### config.mk
export PLATFORM = sky130hd
export DESIGN_NAME = hazard_controller
export DESIGN_NICKNAME = d
export VERILOG_FILES = /design/src/rtl/hazard_controller.sv
export SDC_FILE = /design/constraint.sdc
export NUM_CORES = 1
export LEC_CHECK = 0
export CORE_MARGIN = 5
export CORE_UTILIZATION = 45
export DETAILED_ROUTE_END_ITERATION = 7
export DONT_BUFFER_PORTS = 1
export SLEW_MARGIN = 20
export SYNTH_ARGS = -nofsm -noshare
export SYNTH_HDL_FRONTEND = slang
export SYNTH_SLANG_ARGS = --single-unit
### constraint.sdc
create_clock -name iClk -period 1.9 [get_ports iClk]
set_clock_uncertainty 0.1 [all_clocks]
set_input_delay 0.38 -clock iClk [delete_from_list [all_inputs] [get_ports iClk]]
set_output_delay 0.38 -clock iClk [all_outputs]
set_load 0.01 [all_outputs]
### src/rtl/hazard_controller.sv
// Pipeline hazard sequencer: load-use stalls, data-memory wait stalls, redirect flushes and EX forwarding selects.
// Optional performance counters are enabled by defining HAZARD_PERF_CNT_EN.
module hazard_controller #(
    parameter int REG_AW = 5,
    parameter int CNT_W  = 32
) (
    input  logic              iClk,
    input  logic              iRst,
    input  logic [REG_AW-1:0] iRs1D,
    input  logic [REG_AW-1:0] iRs2D,
    input  logic              iUseRs1D,
    input  logic              iUseRs2D,
    input  logic [REG_AW-1:0] iRs1E,
    input  logic [REG_AW-1:0] iRs2E,
    input  logic [REG_AW-1:0] iRdE,
    input  logic              iIsLoadE,
    input  logic [REG_AW-1:0] iRdM,
    input  logic              iRegWriteM,
    input  logic [REG_AW-1:0] iRdW,
    input  logic              iRegWriteW,
    input  logic              iRedirectE,
    input  logic              iMemBusyM,
    output logic              oStallF,
    output logic              oStallD,
    output logic              oStallE,
    output logic              oStallM,
    output logic              oFlushD,
    output logic              oFlushE,
    output logic              oFlushW,
    output logic [1:0]        oFwdAE,
    output logic [1:0]        oFwdBE,
`ifdef HAZARD_PERF_CNT_EN
    output logic [CNT_W-1:0]  oStallCnt,
    output logic [CNT_W-1:0]  oFlushCnt,
`endif
    output logic [1:0]        oState
);

    typedef enum logic [1:0] {
        ST_RUN        = 2'b00,
        ST_LDSTALL    = 2'b01,
        ST_MEMWAIT    = 2'b10,
        ST_REDIR_PEND = 2'b11
    } state_t;

    state_t state_q, state_d;
    logic   pend_q, pend_d;

    // Forwarding: one identical selector per EX operand, M result beats W result.
    logic [REG_AW-1:0] rs_e [2];
    logic [1:0]        fwd_sel [2];

    assign rs_e[0] = iRs1E;
    assign rs_e[1] = iRs2E;

    generate
        for (genvar gi = 0; gi < 2; gi++) begin : g_fwd
            logic hit_m, hit_w;
            assign hit_m = iRegWriteM && (iRdM != '0) && (iRdM == rs_e[gi]);
            assign hit_w = iRegWriteW && (iRdW != '0) && (iRdW == rs_e[gi]);
            assign fwd_sel[gi] = hit_m ? 2'b10 : (hit_w ? 2'b01 : 2'b00);
        end
    endgenerate

    logic loaduse;
    assign loaduse = iIsLoadE && (iRdE != '0) &&
                     ((iUseRs1D && (iRs1D == iRdE)) || (iUseRs2D && (iRs2D == iRdE)));

    logic stall_f, stall_d, stall_e, stall_m;
    logic flush_d, flush_e, flush_w;
    logic redir_flush;
    logic apply_run;

    always_comb begin
        state_d     = state_q;
        pend_d      = pend_q;
        stall_f     = 1'b0;
        stall_d     = 1'b0;
        stall_e     = 1'b0;
        stall_m     = 1'b0;
        flush_d     = 1'b0;
        flush_e     = 1'b0;
        flush_w     = 1'b0;
        redir_flush = 1'b0;
        apply_run   = 1'b0;

        if (iRst) begin
            state_d = ST_RUN;
            pend_d  = 1'b0;
        end else if (iMemBusyM) begin
            // Freeze F..M and bubble W; a redirect seen now is remembered, not applied.
            stall_f = 1'b1;
            stall_d = 1'b1;
            stall_e = 1'b1;
            stall_m = 1'b1;
            flush_w = 1'b1;
            state_d = ST_MEMWAIT;
            pend_d  = pend_q | iRedirectE;
        end else begin
            case (state_q)
                ST_MEMWAIT: begin
                    if (pend_q) state_d = ST_REDIR_PEND;
                    else        apply_run = 1'b1;
                end
                ST_REDIR_PEND: begin
                    flush_d     = 1'b1;
                    flush_e     = 1'b1;
                    redir_flush = 1'b1;
                    pend_d      = 1'b0;
                    state_d     = ST_RUN;
                end
                default: apply_run = 1'b1;
            endcase

            if (apply_run) begin
                if (iRedirectE) begin
                    // The D instruction is squashed, so a coincident load-use is moot.
                    flush_d     = 1'b1;
                    flush_e     = 1'b1;
                    redir_flush = 1'b1;
                    state_d     = ST_RUN;
                end else if (loaduse) begin
                    stall_f = 1'b1;
                    stall_d = 1'b1;
                    flush_e = 1'b1;
                    state_d = ST_LDSTALL;
                end else begin
                    state_d = ST_RUN;
                end
            end
        end
    end

    always_ff @(posedge iClk) begin
        if (iRst) begin
            state_q <= ST_RUN;
            pend_q  <= 1'b0;
        end else begin
            state_q <= state_d;
            pend_q  <= pend_d;
        end
    end

    assign oStallF = stall_f;
    assign oStallD = stall_d;
    assign oStallE = stall_e;
    assign oStallM = stall_m;
    assign oFlushD = flush_d;
    assign oFlushE = flush_e;
    assign oFlushW = flush_w;
    assign oFwdAE  = iRst ? 2'b00 : fwd_sel[0];
    assign oFwdBE  = iRst ? 2'b00 : fwd_sel[1];
    assign oState  = state_q;

`ifdef HAZARD_PERF_CNT_EN
    logic [CNT_W-1:0] stall_cnt_q, flush_cnt_q;

    // Only redirect flushes are counted; load-use bubbles are stalls already.
    always_ff @(posedge iClk) begin
        if (iRst) begin
            stall_cnt_q <= '0;
            flush_cnt_q <= '0;
        end else begin
            if (stall_f)     stall_cnt_q <= stall_cnt_q + 1'b1;
            if (redir_flush) flush_cnt_q <= flush_cnt_q + 1'b1;
        end
    end

    assign oStallCnt = stall_cnt_q;
    assign oFlushCnt = flush_cnt_q;
`endif

endmodule

Yosys cells after proc, flatten, opt, wreduce, memory -nomap -nowiden
Cells that the tools add are included.

Mux-type cells: 35. Shift operators: 0. Reductions and logical operators: 20. Multipliers: 0. $lt $le $gt $ge: 0. Add/sub/neg operators: 0. Divide/modulo/power cells: 0. Eq/ne operators: 10. Bitwise gates (word level): 1.

Operator list (number): == test 5 bit (6); two-way mux 1 bit (26); nonzero test 5 bit (3); two-way mux 2 bit (7); logical AND 1 bit (10); == test 2 bit (second input constant) (2); != test 4 bit (second input constant) (1); one-hot mux 2 bit (2 select lines) (1); AND reduction 2 bit (2); nonzero test 4 bit (1); != test 3 bit (second input constant) (1); nonzero test 3 bit (1); one-hot mux 1 bit (2 select lines) (1); nonzero test 2 bit (1); OR reduction 2 bit (1); logical OR 1 bit (1); OR 1 bit (1).

Input bits: 44. Memories kept: 0. Bits in writable memories: 0. Flip-flop bits (word level): 3. Bits in latches: 0. ROM bits: 0.

Longest topological paths before layout
Gate-level depths: netlist (run 1).

Word-level depth: 9. Mapped depth: 5. Depth with buffers taken out: 4.

Worst setup path before layout (run 1)
Ideal clock, no wire load.

Kind: in2out. Start: input iRdM[1]. End: output oFwdAE[0]. Buffers on the path: 0. Arrival time: 1528 ps. Required time: 1420 ps. Slack: -108 ps. Stages on the path: 4. Cells stage by stage: or4_1 o21ai_2 nor3_1 nor4_2.

Longest elaborated chain between the ends: 5.

RTL lines: from (decl) (line 17) `input logic [REG_AW-1:0] iRdM,`; nonzero test 5 bit (line 59) `assign hit_m = iRegWriteM && (iRdM != '0) && (iRdM == rs_e[gi]);`; logical AND 1 bit (line 59); logical AND 1 bit (*) (line 59); two-way mux 2 bit (*) (line 61) `assign fwd_sel[gi] = hit_m ? 2'b10 : (hit_w ? 2'b01 : 2'b00);`; two-way mux 2 bit (*) (line 151) `assign oFwdAE = iRst ? 2'b00 : fwd_sel[0];`; to (decl) (line 30) `output logic [1:0] oFwdAE,`.

Mark *: on every way between the ends. The rest lies on a longest branch, timed or not.

Worst setup path after layout (run 1)
Ends and elaborated chain as after synthesis.

==> results by group, run 1 <==
Global route
  – Total gr overflow: 0
  – Largest net degree at the start of global routing: 10
  – Initial antenna violation count: 0
  – GRT Total Usage: 0.1468
  – Vias in the first global route: 613
  – First-pass GRT wire length: 2325 um

Synthesis
  – FFs w/ async S/R, synth: 0
  – Post-synth top area cell: xor2_1
  – Post-synthesis mux area share: 0
  – Xor/xnor share of the synthesized area: 0.4286
  – Ys flop type: dfxtp_1
  – Simple-gate area share of the yosys netlist: 0.3224
  – Syn Area/Cell: 7.664 um^2
  – Area share of the largest cell type after synthesis: 0.2571
  – Yosys warns: 0
  – Syn_nets: 124
  – Distinct cell type count after synthesis: 25
  – Post-synthesis sequential area ratio: 0.09796
  – Largest family of logic cells by synthesized area: XOR/XNOR gates
  – Synth Area in Adders: 0
  – Post-Synthesis Cells: 80
  – Post-synth EDFFs: 0
  – FF+latch count, synth: 3
  – Top post-synthesis cells by area: xor2_1, xnor2_1, dfxtp_1
  – Cell area after synthesis: 613.1 um^2
  – Post-synthesis compound-gate area fraction: 0.1020

Timing
  – Setup-failing EPs final: 0
  – Final hold viol count: 0
  – Max-slew headroom: 0.6344
  – Crit path time final: 1893 ps
  – Final Slew Violations: 0
  – Highest clock rate: between 500 and 600 MHz
  – Worst-Margin Slew: 543.4 ps
  – Final worst path period share: 0.9962
  – RSZ-0062 raised after global routing: yes

Critical path
  – Nature of the critical path endpoint: primary output
  – Worst Reg-to-Reg Cells: 5
  – FF-to-FF Start: oState[0]
  – CP Buf/Inv Count: 0
  – Crit Path Max Fanout: 3
  – Crit Path Class: input port to primary output
  – WP data arrival: 1410 ps
  – Cells along the critical path: or4_1, o21ai_2, nor3_1, nor4_4
  – FF-to-FF End: oState[0]
  – Worst reg2reg setup slack: 460 ps
  – CP max stage delay: approximately 550 ps
  – Worst EP required: 1420 ps
  – Crit start category: input port
  – CP max-delay cell: or4_1
  – Critical path's top delay family: simple AND/OR/NAND/NOR gates

Layout
  – Final Non-Filler Cells: 100
  – Final nets: 130
  – Cell area after layout: a little over 700 um^2
  – # diodes: 0
  – Share of post-route cells with drive strength above 1: 0.2118
  – Syn-to-layout area delta: 17.76%
  – Filler Cell Count: about 140

Route
  – Vias per cell: 5.750
  – DRT Pass-1 Iters: 2
  – DRT iter0 DRCs: 5
  – Final wirelength: 1540 um
  – # DRC: 0
  – DR WL/cell: 15.40 um
  – Routed via count: 575
  – Final ANT Viol Nets: 0

Die
  – Core Rows: 13
  – Die area: 2201 um^2
  – Total I/O pin count: between 50 and 60
  – Core Area: 1301 um^2
  – Die height: ~47 um
  – Die Wd: 46.91 um
  – Starting density of the core: 0.4712

Flow run
  – Max_cap viols: 0

Worst hold path
  – HP Class: input port to flop
  – Hold Crit Depth: 1
  – Hold_sp: iRst
  – Worst hold path endpoint: pend_q

CTS
  – Sinks on Clock Net: 3
  – Worst-Skew Late Latency: 230 ps
  – Root buffer cell: clkbuf_4
  – Clk buf depth: 2
  – # hold bufs at CTS: 0
  – H-tree levels: 1
  – CTS clk-pin slew, worst paths: 40 ps
  – TritonCTS buffer count: 3
  – TritonCTS clock tree: done

Placed design
  – Port Buf Inserts: 0
  – Cell count after placement: 95
  – Final GP Congestion: 0.7155
  – Post-DP HPWL: 1380 um
  – Placement Cell Area: 668.1 um^2

Power and ir drop
  – Leak: 0.0002427 uW
  – Maximum VDD drop: 0.0002105 V
  – Power Density: 400.7 nW/um^2

Run status
  – Status: completed
[worst register-to-register path: cells and delay by family (launching register included)]
family | cells | cell delay [ps]
flops | 1 | 350
buf+inv | 1 | 140
simple gates | 2 | 530
compound gates | 2 | 230
[synthesized netlist by cell type (2+ instances only)]
cell type / count
xor2_1: 18
xnor2_1: 12
or4_1: 6
nand2_1: 5
nor4_1: 4
o21ai_0: 4
buf_4: 3
dfxtp_1: 3
nand2b_1: 3
nor2_1: 3
nand3_1: 2
nor2b_1: 2
nor3_1: 2
nor4_2: 2
[layer usage]
metal | track usage | vias up | share of wire
met5 | 0 | - | 0
met4 | 0.04972 | 0 | 0
met3 | 0.09579 | 0 | 0.16
met2 | 0.2222 | 34 | 0.46
met1 | 0.1670 | 252 | 0.38
li1 | - | 289 | -
[state kept, by name (all words and copies together), names as in the netlist]
| signal | flops |
|---|---|
| oState | 2 |
| pend_q | 1 |
[power by group]
| group | leakage (uW) | internal [uW] | switching [uW] | total (uW) |
|---|---|---|---|---|
| Sequential | 0.0000255 | 65.2 | 3.56 | 68.7 |
| Combinational | 0.000202 | 59.4 | 46.7 | 106 |
| Clock | 0.0000150 | 78.9 | 35.6 | 114 |
| Total | 0.000243 | 203 | 85.8 | 289 |
[area by class of cell]
| cell class | instances | area [um^2] | share of cell area |
|---|---|---|---|
| inverter | 1 | 3.754 | 0.005199 |
| timing repair buffer | 5 | 37.54 | 0.05199 |
| multi-input combinational | 72 | 571.8 | 0.7920 |
| sequential | 3 | 63.81 | 0.08839 |
| clock buffer | 4 | 26.28 | 0.03640 |
| tap | 15 | 18.77 | 0.02600 |
[cells in the final DEF, fill, tap and decap left out, types with 2 or more instances in the layout]
| cell type | Yosys | final |
|---|---|---|
| buf_4 | 3 | 5 |
| clkbuf_4 | 0 | 3 |
| dfxtp_1 | 3 | 2 |
| nand2_1 | 5 | 5 |
| nand2b_1 | 3 | 3 |
| nand3_1 | 2 | 2 |
| nor2_1 | 3 | 3 |
| nor2b_1 | 2 | 2 |
| nor3_1 | 2 | 2 |
| nor4_1 | 4 | 4 |
| nor4_4 | 0 | 2 |
| o21ai_0 | 4 | 2 |
| o21ai_2 | 1 | 3 |
| or4_1 | 6 | 4 |
| or4_4 | 0 | 2 |
| xnor2_1 | 12 | 12 |
| xor2_1 | 18 | 18 |
[logic make-up after synthesis]
logic type	after synthesis
AOI/OAI and AO/OA	10
xor gates and xnor gates	30
buffers and inverters	5
DFF	3
and+or+nand+nor	32
[worst max-delay path by stage]
stage | start | endpoint | cells after the start
global placement | iRdM[1] | oFwdAE[0] | 4
finish | iRdM[1] | oFwdAE[0] | 4
CTS | iRdM[1] | oFwdAE[0] | 4
global route | iRdE[1] | oFlushE | 5
floorplan | iRst | oFwdAE[0] | 5
detailed placement | iRdE[2] | oStallD | 5
[timing repair]
item	in CTS	in global routing
gates resized for setup	4	2
buffers inserted	0	1
endpoints found under the setup margin	4	5
hold endpoints to repair	0	0
pin swaps	1	6
[stage by stage]
step	power, uW	hold slack, ps	setup slack (ps)	TNS [ps]	utilization
detailed placement	172.4	353.5	-6.349	-16.29	0.5135
global placement	171.6	356.3	2.785	0	0.5135
global route	317.1	96.48	-75.88	-146.8	0.5548
floorplan	164.9	351.4	-3.551	-7.103	-
finish	289.3	110.6	7.279	0	0.5548
CTS	294.3	102.8	-3.604	-3.604	0.5442
Power figures use the tool's default switching activity.
==> inputs of run 2 (changes only) <==
--- a/config.mk
+++ b/config.mk
@@ -6,7 +6,7 @@
 export NUM_CORES = 1
 export LEC_CHECK = 0
 export CORE_MARGIN = 5
-export CORE_UTILIZATION = 45
+export CORE_UTILIZATION = 40
 export DETAILED_ROUTE_END_ITERATION = 7
 export DONT_BUFFER_PORTS = 1
 export SLEW_MARGIN = 20
==> run 2 against run 1 <==
  * The run now ends with negative setup slack left
  * Non-clock buffer count grew 1
  * Combinational power grew 10%
  * Global-route usage shrank 1.0 points
  * Sequential cell count is the same
  * Sequential share of layout area shrank 0.42 points
  * Clock power is essentially flat
  * Register-to-register slack lost 60 ps
  * Critical endpoint is now oFwdBE[0]
  * Largest cell class unchanged
==> results by group, run 2 (synthesized netlist as in run 1, its figures left out) <==
Run status
  – Status: finished with violations
  – Failing checks: negative setup slack

Critical path
  – Cells along the critical path: xor2_1, or4_4, nor4_4
  – Worst EP required: 1420 ps
  – CP max-delay cell: or4_4
  – Crit Path Class: input port to primary output
  – CP max stage delay: between 500 and 600 ps
  – Nature of the critical path endpoint: primary output
  – Crit Path Max Fanout: 3
  – WP data arrival: between 1000 and 1500 ps
  – Crit start category: input port

CTS
  – Sinks on Clock Net: 3
  – Worst-Skew Late Latency: 240 ps
  – CTS clk-pin slew, worst paths: 40 ps
  – Root buffer cell: clkbuf_4
  – # hold bufs at CTS: 0
  – H-tree levels: 1
  – Clk buf depth: 2
  – TritonCTS buffer count: 3
  – TritonCTS clock tree: done

Route
  – Routed via count: between 500 and 600
  – Final ANT Viol Nets: 0
  – DRT iter0 DRCs: 2
  – DRT Pass-1 Iters: 4
  – # DRC: 0
  – DR WL/cell: 15.90 um
  – Vias per cell: between 5 and 6
  – Final wirelength: 1622 um

Worst hold path
  – HP Class: input port to flop

Placed design
  – Port Buf Inserts: 0
  – Final GP Congestion: 0.6732
  – Pre-CTS setup slack: -37.78 ps
  – Placement Cell Area: 661.9 um^2
  – Cell count after placement: 95
  – Post-DP HPWL: ~1400 um

Global route
  – Largest net degree at the start of global routing: 10
  – First-pass GRT wire length: around 2700 um
  – Vias in the first global route: 663
  – Initial antenna violation count: 0
  – Total gr overflow: 0
  – GRT Total Usage: 0.1367

Timing
  – Final worst path period share: 1.002
  – Setup-failing EPs final: 1
  – Worst-Margin Slew: 609.4 ps
  – Highest clock rate: 525.4 MHz
  – Max-slew headroom: 0.5900
  – Final Slew Violations: 0
  – Worst hold slack: 103.6 ps
  – RSZ-0062 raised after global routing: yes
  – Final hold viol count: 0
  – Crit path time final: 1903 ps
  – Final worst slack: -3.444 ps

Layout
  – Filler Cell Count: 147
  – Area occupied by multi-input gates: roughly 610 um^2
  – # diodes: 0
  – Cell area after layout: 773.2 um^2
  – Max reg flops: 2
  – Final Non-Filler Cells: 102
  – Share of post-route cells with drive strength above 1: 0.3023
  – Most common cell after layout, fill and taps aside: xor2_1
  – Final nets: about 130
  – Register area: about 65 um^2
  – Commonest cells after routing, fill and taps aside: xor2_1, xnor2_1, buf_4
  – Syn-to-layout area delta: 26.12%

Power and ir drop
  – Maximum VDD drop: 0.0003029 V
  – Power Density: 390.1 nW/um^2
  – Leak: between 0.0002 and 0.0003 uW
  – Power, Total: 301.6 uW

Die
  – Core Rows: 14
  – Total I/O pin count: between 50 and 60
  – Die height: 49.15 um
  – Die area: 2416 um^2
  – Die Wd: 49.15 um
  – Starting density of the core: 0.4167
  – Core Area: 1471 um^2

Flow run
  – Max_cap viols: 0
run 2: changes by cell type in the layout (fill, tap and decap cells not counted), moves of 2 or more:
cell,previous run,this run
nor4_2,0,2
nor3_2,0,2
nor4_1,4,2
nor3_1,2,0
run 2: final timing paths:
path	startpoint	to	slack (ps)	cells after the start
max	iRdW[4]	oFwdBE[0]	-3	3
min	iRst	oState[1]	100	1
min reg2reg	pend_q	pend_q	400	2
max reg2reg	oState[0]	oState[0]	400	5
run 2: where the power goes:
part / internal [uW] / switching (uW)
Clock: 78.9 / 36.4
Combinational: 63.8 / 53.2
Sequential: 65.5 / 3.80
Total: 208 / 93.4
run 2: critical path: cells and delay by family:
kind	cells	cell delay, ps
simple gates	2	910
xor+xnor	1	140
run 2: what timing repair did:
action	CTS	global route
pin swaps	3	6
resized for setup	8	6
buffers inserted	1	2
endpoints found under the setup margin	5	5
gates cloned	0	0
run 2: final cells by class:
cell class	instances	share of cell area
inverter	1	0.004854
multi-input combinational	72	0.7929
clock buffer	4	0.03398
tap	16	0.02589
timing repair buffer	6	0.05825
sequential	3	0.08414
run 2: per-stage QoR:
step                setup TNS (ps)    util
finish                      -3.444  0.5255
global route                -115.6  0.5255
global placement            -29.37  0.4498
detailed placement          -72.00  0.4498
floorplan                   -7.103       -
CTS                         -14.34  0.4974
run 2: routing by layer:
layer | routed length (um) | track usage | vias up
met2 | 909 | 0.2575 | 32
met5 | 0 | 0 | -
met3 | 236 | 0.1040 | 0
li1 | - | - | 289
met4 | 0 | 0.004484 | 0
met1 | 477 | 0.1180 | 262
